==> src/rtl/instr_fetch_unit_pkg.sv <==
// Shared fetch-side definitions: bus widths, PC step, bubble encoding and redirect select.
// Also used by the ID stage and the hazard unit.
package instr_fetch_unit_pkg;

  localparam int unsigned ARM_ADDR_W  = 32;
  localparam int unsigned ARM_INST_W  = 32;
  localparam int unsigned ARM_PC_STEP = 4;

  // A pipeline bubble is the all-zeros word.
  localparam logic [ARM_INST_W-1:0] ARM_NOP_INST = '0;

  typedef enum logic [1:0] {
    PC_SEQ    = 2'd0,
    PC_HOLD   = 2'd1,
    PC_BRANCH = 2'd2
  } pc_sel_e;

  // A branch takes priority over a stall. The stall is dropped in that case.
  function automatic pc_sel_e pc_select(input logic branch_taken, input logic freeze);
    pc_sel_e sel;
    if (branch_taken)  sel = PC_BRANCH;
    else if (freeze)   sel = PC_HOLD;
    else               sel = PC_SEQ;
    return sel;
  endfunction

endpackage

==> src/rtl/instr_fetch_unit_if.sv <==
// Fetch-side bus: hazard/branch controls in, instruction memory port, IF/ID outputs.
interface instr_fetch_unit_if
  import instr_fetch_unit_pkg::*;
#(
  parameter int unsigned ADDR_W = ARM_ADDR_W,
  parameter int unsigned INST_W = ARM_INST_W
);

  logic              freeze;
  logic              branch_taken;
  logic [ADDR_W-1:0] branch_addr;
  logic [ADDR_W-1:0] imem_addr;
  logic [INST_W-1:0] imem_inst;
  logic [ADDR_W-1:0] if_pc;
  logic [INST_W-1:0] if_inst;
  logic              if_valid;

  modport master (
    input  freeze, branch_taken, branch_addr, imem_inst,
    output imem_addr, if_pc, if_inst, if_valid
  );

  modport slave (
    output freeze, branch_taken, branch_addr, imem_inst,
    input  imem_addr, if_pc, if_inst, if_valid
  );

endinterface

==> src/rtl/instr_fetch_unit_pc_reg.sv <==
// Program counter register with asynchronous active-high reset to a fixed value.
// It also has a load enable: when load is low, the register holds its value.
module pc_reg #(
  parameter int unsigned      WIDTH     = 32,
  parameter logic [WIDTH-1:0] RESET_VAL = '0
) (
  input  logic             clk,
  input  logic             rst,
  input  logic             load,
  input  logic [WIDTH-1:0] d,
  output logic [WIDTH-1:0] q
);

  always_ff @(posedge clk or posedge rst) begin
    if (rst)       q <= RESET_VAL;
    else if (load) q <= d;
  end

endmodule

==> src/rtl/instr_fetch_unit.sv <==
// Instruction fetch stage: owns the PC, drives the zero-latency instruction memory
// and captures the returned word into the IF/ID register (branch flush, stall hold).
module instr_fetch_unit
  import instr_fetch_unit_pkg::*;
#(
  parameter int unsigned       ADDR_W   = ARM_ADDR_W,
  parameter int unsigned       INST_W   = ARM_INST_W,
  parameter logic [ADDR_W-1:0] RESET_PC = '0,
  parameter int unsigned       PC_STEP  = ARM_PC_STEP
) (
  input logic                clk,
  input logic                rst,
  instr_fetch_unit_if.master bus
);

  localparam logic [ADDR_W-1:0] STEP       = ADDR_W'(PC_STEP);
  localparam logic [ADDR_W-1:0] ALIGN_MASK = ~ADDR_W'(3);

  pc_sel_e           sel;
  logic [ADDR_W-1:0] pc;
  logic [ADDR_W-1:0] pc_seq;
  logic [ADDR_W-1:0] pc_d;
  logic              pc_load;

  always_comb begin
    sel     = pc_select(bus.branch_taken, bus.freeze);
    pc_seq  = pc + STEP;
    pc_d    = pc_seq;
    pc_load = 1'b1;
    unique case (sel)
      // Branch targets are forced onto a word boundary.
      PC_BRANCH: pc_d    = bus.branch_addr & ALIGN_MASK;
      PC_HOLD:   pc_load = 1'b0;
      default:   pc_d    = pc_seq;
    endcase
  end

  pc_reg #(
    .WIDTH     (ADDR_W),
    .RESET_VAL (RESET_PC)
  ) u_pc_reg (
    .clk  (clk),
    .rst  (rst),
    .load (pc_load),
    .d    (pc_d),
    .q    (pc)
  );

  assign bus.imem_addr = pc;

  always_ff @(posedge clk or posedge rst) begin
    if (rst) begin
      bus.if_pc    <= '0;
      bus.if_inst  <= INST_W'(ARM_NOP_INST);
      bus.if_valid <= 1'b0;
    end else begin
      unique case (sel)
        PC_BRANCH: begin
          bus.if_pc    <= '0;
          bus.if_inst  <= INST_W'(ARM_NOP_INST);
          bus.if_valid <= 1'b0;
        end
        PC_HOLD: begin
          bus.if_pc    <= bus.if_pc;
          bus.if_inst  <= bus.if_inst;
          bus.if_valid <= bus.if_valid;
        end
        default: begin
          bus.if_pc    <= pc_seq;
          bus.if_inst  <= bus.imem_inst;
          bus.if_valid <= 1'b1;
        end
      endcase
    end
  end

endmodule

==> src/flat_wrapper.sv <==
// flat-port wrapper written by rule: the top's interface ports become plain ports
module instr_fetch_unit_flat import instr_fetch_unit_pkg::*;
#(
  parameter int unsigned       ADDR_W   = ARM_ADDR_W,
  parameter int unsigned       INST_W   = ARM_INST_W,
  parameter logic [ADDR_W-1:0] RESET_PC = '0,
  parameter int unsigned       PC_STEP  = ARM_PC_STEP
)
  (clk, rst, bus_freeze, bus_branch_taken, bus_branch_addr, bus_imem_inst, bus_imem_addr, bus_if_pc, bus_if_inst, bus_if_valid);
  instr_fetch_unit_if #(.ADDR_W(ADDR_W), .INST_W(INST_W)) bus_i ();
  input logic clk;
  input logic rst;
  input wire logic [$bits(bus_i.freeze)-1:0] bus_freeze;
  input wire logic [$bits(bus_i.branch_taken)-1:0] bus_branch_taken;
  input wire logic [$bits(bus_i.branch_addr)-1:0] bus_branch_addr;
  input wire logic [$bits(bus_i.imem_inst)-1:0] bus_imem_inst;
  output wire logic [$bits(bus_i.imem_addr)-1:0] bus_imem_addr;
  output wire logic [$bits(bus_i.if_pc)-1:0] bus_if_pc;
  output wire logic [$bits(bus_i.if_inst)-1:0] bus_if_inst;
  output wire logic [$bits(bus_i.if_valid)-1:0] bus_if_valid;
  assign bus_i.freeze = bus_freeze;
  assign bus_i.branch_taken = bus_branch_taken;
  assign bus_i.branch_addr = bus_branch_addr;
  assign bus_i.imem_inst = bus_imem_inst;
  assign bus_imem_addr = bus_i.imem_addr;
  assign bus_if_pc = bus_i.if_pc;
  assign bus_if_inst = bus_i.if_inst;
  assign bus_if_valid = bus_i.if_valid;
  instr_fetch_unit #(.ADDR_W(ADDR_W), .INST_W(INST_W), .RESET_PC(RESET_PC), .PC_STEP(PC_STEP)) u_core (.clk(clk), .rst(rst), .bus(bus_i));
endmodule
==> config.mk <==
export PLATFORM = sky130hd
export DESIGN_NAME = instr_fetch_unit_flat
export DESIGN_NICKNAME = d
export VERILOG_FILES = /design/src/rtl/instr_fetch_unit_pkg.sv /design/src/rtl/instr_fetch_unit_if.sv /design/src/rtl/instr_fetch_unit_pc_reg.sv /design/src/rtl/instr_fetch_unit.sv /design/src/flat_wrapper.sv
export SDC_FILE = /design/constraint.sdc
export NUM_CORES = 1
export LEC_CHECK = 0
export CORE_ASPECT_RATIO = 0.75
export CORE_MARGIN = 8
export CORE_UTILIZATION = 46
export DETAILED_ROUTE_END_ITERATION = 12
export GPL_TIMING_DRIVEN = 0
export PLACE_DENSITY = 0.83
export SLEW_MARGIN = 20
export SYNTH_ARGS = -nofsm -noshare
export SYNTH_HDL_FRONTEND = slang
export SYNTH_SLANG_ARGS = --single-unit
==> constraint.sdc <==
create_clock -name clk -period 3.4 [get_ports clk]
set_clock_uncertainty 0.1 [all_clocks]
set_input_delay 0.34 -clock clk [delete_from_list [all_inputs] [get_ports clk]]
set_output_delay 0.34 -clock clk [all_outputs]
set_load 0.02 [all_outputs]
==> impl_results.md, run 1 <==
* Mapped Area at ~4800 um2
* Post-CTS Hold Buffers at 0
* Crit path top cell by count: or4_1
* Final Critical Period at about 2800 ps
* Max-Cap Viols at 0
* Starting Density at between 40% and 50%
* Unique masters post-synth at 46
* Die Wd at 133 um
* Maximum VDD drop at 0.373 mV
* Port-buffer cells at 160
* Final Core Density at 67.6%
* Clk buf depth at 2
* Setup TNS at 0 ps
* Routed Antenna Nets at 0
* Max-slew headroom at roughly two fifths
* Async set or reset register ratio after synthesis at 100%
* Cell Rows at 32
* CTS tree: yes
* Reg-to-reg slack, setup at between 600 and 700 ps
* Final HPWL DP at about 12 mm
* # setup viols final at 0
* Die ar. at around 14000 um2
* Layout cells sized above 1 at under 10%
* Post-synth EDFFs at 0
* Post-synthesis adder-cell area fraction at less than 1%
* Drt initial violations at 370
* Tightest Pin Transition at 864 ps
* Top-area cell type share of the netlist area at a little under 50%
* R2R Path Start: u_core.u_pc_reg.q[2]
* Outcome: complete, no violations
* Largest family of logic cells by synthesized area: simple AND/OR/NAND/NOR gates
* CP Capture Type: flop
* R2R Path End: u_core.u_pc_reg.q[28]
* Synth Register Bits at between 90 and 100
* WP data required at roughly 3600 ps
* Initial antenna violation count at 0
* PnR Total Power at roughly 0.0030 W
* Reg2reg path depth at 6
* Drt total wl at between 15 and 20 mm
* Most frequent cells in the layout: clkdlybuf4s50_1, dfrtp_1, nor2_1
* Synth warnings at 0
* Fillers at roughly 810
* Proportion of synthesized area in mux cells at 6.74%
* Ports at 165
* Worst skew pair latency at ~350 ps
* Total congestion overflow at 0
* Global Route Usage Sum at between 20 and 25%
* Clk slew on worst S/H paths at 60 ps
* Main synth FF type: dfrtp_1
* DR DRC count at 0
* H-tree Lvls at 3
* Final Hold Fails at 0
* Leak pwr at around 2.8 nW
* First-pass GRT wire length at around 25 mm
* Clock Sinks at between 90 and 100
* Hold slack final at 276 ps
* Period utilization at between 80% and 90%
* Type of the worst min-delay path: input pin to asynchronous set/reset pin
* WS Path Type: flop to flop
* Worst Path Max Fanout at 8
* CTS Root Cell: clkbuf_16
* Total number of vias at 4557
* Post-synthesis compound-gate area fraction at 11.9%
* First drt pass iteration count at 4
* CP arrival at about 3000 ps
* Wire per inst at between 15 and 20 um
* Crit start category: flop
* Sequential cell area at 2350 um2
* Critical path's largest stage delay at ~530 ps
* Cell type of the slowest stage on the worst timing path: or4_1
* Vias/cell at 5.64
* Area contributors post-synth: dfrtp_1, mux2i_1, nor2_1, xnor2_1, nand2_1
* CP delay by family, top: simple AND/OR/NAND/NOR gates
* Sequential share of the synthesized area at about half
* Synth Area in XOR/XNOR at 4.98%
* RSZ-0062 raised after global routing: false
* Cells after Synth at between 400 and 500
* Area delta synth->final at 44.7%
* Gpl congestion at ~0.91
* Final net count at roughly 740
* Antenna cells at 0
* Simple-gate share of the synthesized area at between 20% and 30%
* Fmax at approximately 360 MHz
* Multi-input logic area at 2160 um2
* PD cells at between 400 and 500 nW/um2
* Vias in the first global route at 4705
* CP cell instances: ha_1 > nand4b_1 > or4_1 > clkbuf_1 > or4_1 > a31oi_1
* Slew Limit Fails at 0
* Setup bufs post-CTS at 0
* Core ar. at between 10000 and 15000 um2
* Post-CTS Resized at 0
* Largest net degree at the start of global routing at 52
* Commonest non-fill, non-tap cell in the layout: clkdlybuf4s50_1
* CTS buffer count at 9
* Synth Area per Inst at slightly below 10 um2
* Sum of buffers and inverters on the critical path at 1
* Die Ht at 104 um
* Area leader, netlist: dfrtp_1
[how the worst max path moves through the flow]
stage / slack [ps] / startpoint / cells after the start / end
finish: 630 / u_core.u_pc_reg.q[2] / 6 / u_core.u_pc_reg.q[28]
global route: 520 / u_core.u_pc_reg.q[2] / 6 / u_core.u_pc_reg.q[28]
CTS: 680 / u_core.u_pc_reg.q[2] / 6 / u_core.u_pc_reg.q[28]
detailed placement: 520 / bus_freeze / 6 / u_core.u_pc_reg.q[28]
global placement: -910 / rst / 2 / u_core.bus.if_pc[15]
floorplan: 510 / rst / 1 / u_core.bus.if_inst[0]
[worst register-to-register path: stages, from the launching register on]
cell	delay, ps
dfrtp_1	480
ha_1	300
nand4b_1	400
or4_1	530
clkbuf_1	200
or4_1	510
a31oi_1	170
[cell type report]
type | count | share of cell area, %
inverter | 12 | 0.728
sequential | 94 | 34.2
multi-input combinational | 345 | 31.5
tap | 136 | 2.47
buffer | 44 | 2.82
clock inverter | 4 | 1.02
clock buffer | 12 | 3.59
timing repair buffer | 161 | 23.7
[cell families after synthesis]
kind of cell | after synthesis
simple gates | 201
flops | 94
fa+ha+maj | 1
compound gates | 82
buf+inv | 56
mux | 32
other cells | 1
xor+xnor | 27
[synthesized netlist by cell type, types with 2 or more instances]
library cell / count
a311oi_1: 8
or3_1: 9
buf_1: 6
nand4_1: 13
a2111oi_0: 3
o31a_1: 2
nor3_1: 10
nor2_1: 68
xnor2_1: 22
nand3_1: 20
nor2b_1: 3
nor4_1: 9
a31oi_1: 5
buf_4: 5
nand4_2: 2
a211oi_1: 11
buf_2: 8
o31ai_1: 6
o211ai_1: 7
inv_1: 10
mux2i_1: 32
a21oi_1: 4
clkbuf_1: 25
o21ai_0: 26
and4_1: 4
clkinv_1: 2
o211a_1: 2
a221oi_1: 2
or4_1: 17
nand4b_1: 3
xor2_1: 5
nand2_1: 38
dfrtp_1: 94
[where the power goes]
part / internal [W] / switching, W / total (W)
clock network: 0.000662 / 0.000417 / 0.00108
logic: 0.000315 / 0.000357 / 0.000672
registers: 0.00120 / 0.0000835 / 0.00128
total: 0.00218 / 0.000858 / 0.00304
[state kept, by name, summed over array words and instances, names as in the netlist]
| signal | count |
|---|---|
| u_core.bus.if_pc | 31 |
| u_core.bus.if_valid | 1 |
| u_core.u_pc_reg.q | 30 |
| u_core.bus.if_inst | 32 |
[metal layers]
| metal | global-route usage [%] | vias to the layer above | part of all wire (%) |
|---|---|---|---|
| met5 | 0 | - | 0 |
| met2 | 34.1 | 226 | 45 |
| met3 | 8.54 | 30 | 10 |
| met4 | 6.87 | 0 | 1.9 |
| li1 | - | 2132 | - |
| met1 | 28.1 | 2169 | 43 |
[per-stage QoR]
| step | cell area [um2] | setup slack, ps | cells |
|---|---|---|---|
| CTS | 6880 | 678 | 808 |
| detailed placement | 6560 | 522 | 792 |
| global placement | 6530 | -905 | 791 |
| finish | 6880 | 633 | 808 |
| floorplan | 4750 | 511 | 495 |
| global route | 6880 | 516 | 808 |
(Power assumes the default switching activity.)
==> inputs of run 2 (changes only) <==
--- a/config.mk
+++ b/config.mk
@@ -7,10 +7,10 @@
 export LEC_CHECK = 0
 export CORE_ASPECT_RATIO = 0.75
 export CORE_MARGIN = 8
-export CORE_UTILIZATION = 46
+export CORE_UTILIZATION = 41
 export DETAILED_ROUTE_END_ITERATION = 12
 export GPL_TIMING_DRIVEN = 0
-export PLACE_DENSITY = 0.83
+export PLACE_DENSITY = 0.79
 export SLEW_MARGIN = 20
 export SYNTH_ARGS = -nofsm -noshare
 export SYNTH_HDL_FRONTEND = slang
==> constraint.sdc (replaced) <==
create_clock -name clk -period 2.2 [get_ports clk]
set_clock_uncertainty 0.1 [all_clocks]
set_input_delay 0.22 -clock clk [delete_from_list [all_inputs] [get_ports clk]]
set_output_delay 0.22 -clock clk [all_outputs]
set_load 0.02 [all_outputs]
==> impl_results.md, run 2 (same netlist as run 1, synthesis figures left out) <==
* Pre-CTS WS at -549 ps
* R2R Path End: u_core.bus.if_pc[27]
* Gpl congestion at roughly 0.9
* Clock Sinks at 94
* Tightest Pin Transition at ~780 ps
* Reg with most FFs: u_core.bus.if_inst
* Crit start category: flop
* Die Ht at 109 um
* Max-Cap Viols at 0
* CTS Root Cell: clkbuf_16
* Worst Path Max Fanout at 8
* Final Core Density at between 60% and 70%
* Largest net degree at the start of global routing at 34
* # setup viols final at 1
* First drt pass iteration count at 5
* Failing checks: negative setup slack
* Leak pwr at 3.10 nW
* Global Route Usage Sum at 21.5%
* First-pass GRT wire length at between 20 and 30 mm
* Top flop regs: u_core.bus.if_inst (32), u_core.bus.if_pc (31), u_core.u_pc_reg.q (30)
* H-tree Lvls at 3
* Fillers at ~900
* Fmax at 454 MHz
* Commonest non-fill, non-tap cell in the layout: clkdlybuf4s50_1
* Final Hold Fails at 0
* Post-CTS Hold Buffers at 0
* WS Path Type: flop to flop
* Layout cells sized above 1 at around 18%
* CP Capture Type: flop
* DR DRC count at 0
* Dpl cell area at around 6600 um2
* Drt total wl at 17.1 mm
* Outcome: complete, but fails checks
* Starting Density at between 40 and 50%
* Routed Antenna Nets at 0
* Die ar. at between 15000 and 20000 um2
* CP arrival at 2360 ps
* Ports at 165
* Clk slew on worst S/H paths at about 70 ps
* Drt initial violations at 407
* Setup crit end: u_core.bus.if_pc[27]
* Final HPWL DP at between 10 and 15 mm
* Type of the worst min-delay path: input pin to asynchronous set/reset pin
* Fin area at 7530 um2
* WP data required at 2350 ps
* Max reg flops at 32
* Area delta synth->final at 58.6%
* RSZ-0062 raised after global routing: true
* Port-buffer cells at 160
* Initial antenna violation count at 0
* Max-slew headroom at between 40 and 50%
* Die Wd at 140 um
* R2R Path Start: u_core.u_pc_reg.q[9]
* Wire per inst at ~20 um
* Maximum VDD drop at approximately 0.48 mV
* Final net count at 774
* Clk buf depth at 2
* Vias in the first global route at between 4000 and 5000
* Most frequent cells in the layout: clkdlybuf4s50_1, dfrtp_1, nor2_1
* Slew Limit Fails at 0
* Worst skew pair latency at around 340 ps
* Final WS setup at -4.10 ps
* Reg2reg path depth at 5
* Reg-to-reg slack, setup at -4 ps
* Crit. Startpoint: u_core.u_pc_reg.q[9]
* Cell Rows at 34
* Total congestion overflow at 0
* Vias/cell at 5.68
* PD cells at about 690 nW/um2
* Period utilization at 100%
* Antenna cells at 0
* Final Critical Period at 2200 ps
* CTS tree: yes
* Total number of vias at roughly 4900
* CTS buffer count at 9
* Core ar. at 11400 um2
## run 2: changes by cell type in the layout (fill, tap and decap cells not counted), moves of 10 or more
cell      previous run  this run
dfrtp_1             94        75
buf_4                5        42
clkbuf_1            27        16
dfrtp_2              0        19
buf_6                0        10
## run 2: what timing repair did
item                                    in CTS  in global routing
endpoints found under the setup margin      26                 47
pin swaps                                   13                 16
hold endpoints to repair                     0                  0
gates cloned                                 0                  0
setup buffers                               21                 20
resized for setup                           26                 54
## run 2: layer usage
metal,global-route usage [%],routed length [um],vias to the layer above
li1,-,-,2194
met1,28.0,7110,2398
met2,34.1,7970,234
met3,6.61,1720,24
met4,5.87,253,0
met5,0,0,-
## run 2: area by class of cell
cell class | count | area [um2] | share of cell area, %
tap | 144 | 180 | 2.39
sequential | 94 | 2380 | 31.5
timing repair buffer | 203 | 1970 | 26.1
buffer | 40 | 246 | 3.27
inverter | 12 | 51.3 | 0.681
clock buffer | 9 | 225 | 2.99
clock inverter | 7 | 168 | 2.23
multi-input combinational | 345 | 2320 | 30.8
## run 2: how the worst min path moves through the flow
stage | start | end | cells past startpoint
floorplan | bus_branch_addr[17] | u_core.u_pc_reg.q[17] | 2
global placement | u_core.bus.if_valid | u_core.bus.if_valid | 1
global route | rst | u_core.bus.if_inst[18] | 2
detailed placement | u_core.bus.if_valid | u_core.bus.if_valid | 1
CTS | rst | u_core.bus.if_inst[18] | 2
finish | rst | u_core.bus.if_inst[18] | 2
## run 2: worst max-delay path, cell delays in order, from the launching register on
cell      delay [ps]
dfrtp_2          410
buf_4            140
nand4_4          120
or4_4            590
or4_4            510
a311oi_2         230
## run 2: per-stage QoR
stage | total power [W] | hold slack, ps | std cells | TNS [ps]
detailed placement | 0.00307 | 390 | 801 | -18310
finish | 0.00522 | 235 | 854 | -4.10
CTS | 0.00516 | 255 | 835 | 0
global placement | 0.00304 | 375 | 799 | -34940
floorplan | 0.00253 | 236 | 495 | -311
global route | 0.00542 | 303 | 854 | -342
## run 2: report_power, final
part,internal (W),switching (W),total [W]
Clock,0.00135,0.000694,0.00204
Combinational,0.000576,0.000603,0.00118
Sequential,0.00186,0.000140,0.00200
Total,0.00379,0.00144,0.00522
==> inputs of run 3 (changes only) <==
--- a/config.mk
+++ b/config.mk
@@ -8,6 +8,7 @@
 export CORE_ASPECT_RATIO = 0.75
 export CORE_MARGIN = 8
 export CORE_UTILIZATION = 41
+export CTS_CLUSTER_SIZE = 20
 export DETAILED_ROUTE_END_ITERATION = 12
 export GPL_TIMING_DRIVEN = 0
 export PLACE_DENSITY = 0.79
==> results of run 3 <==
Final layout, timing and power as in run 2 (identical DEF).
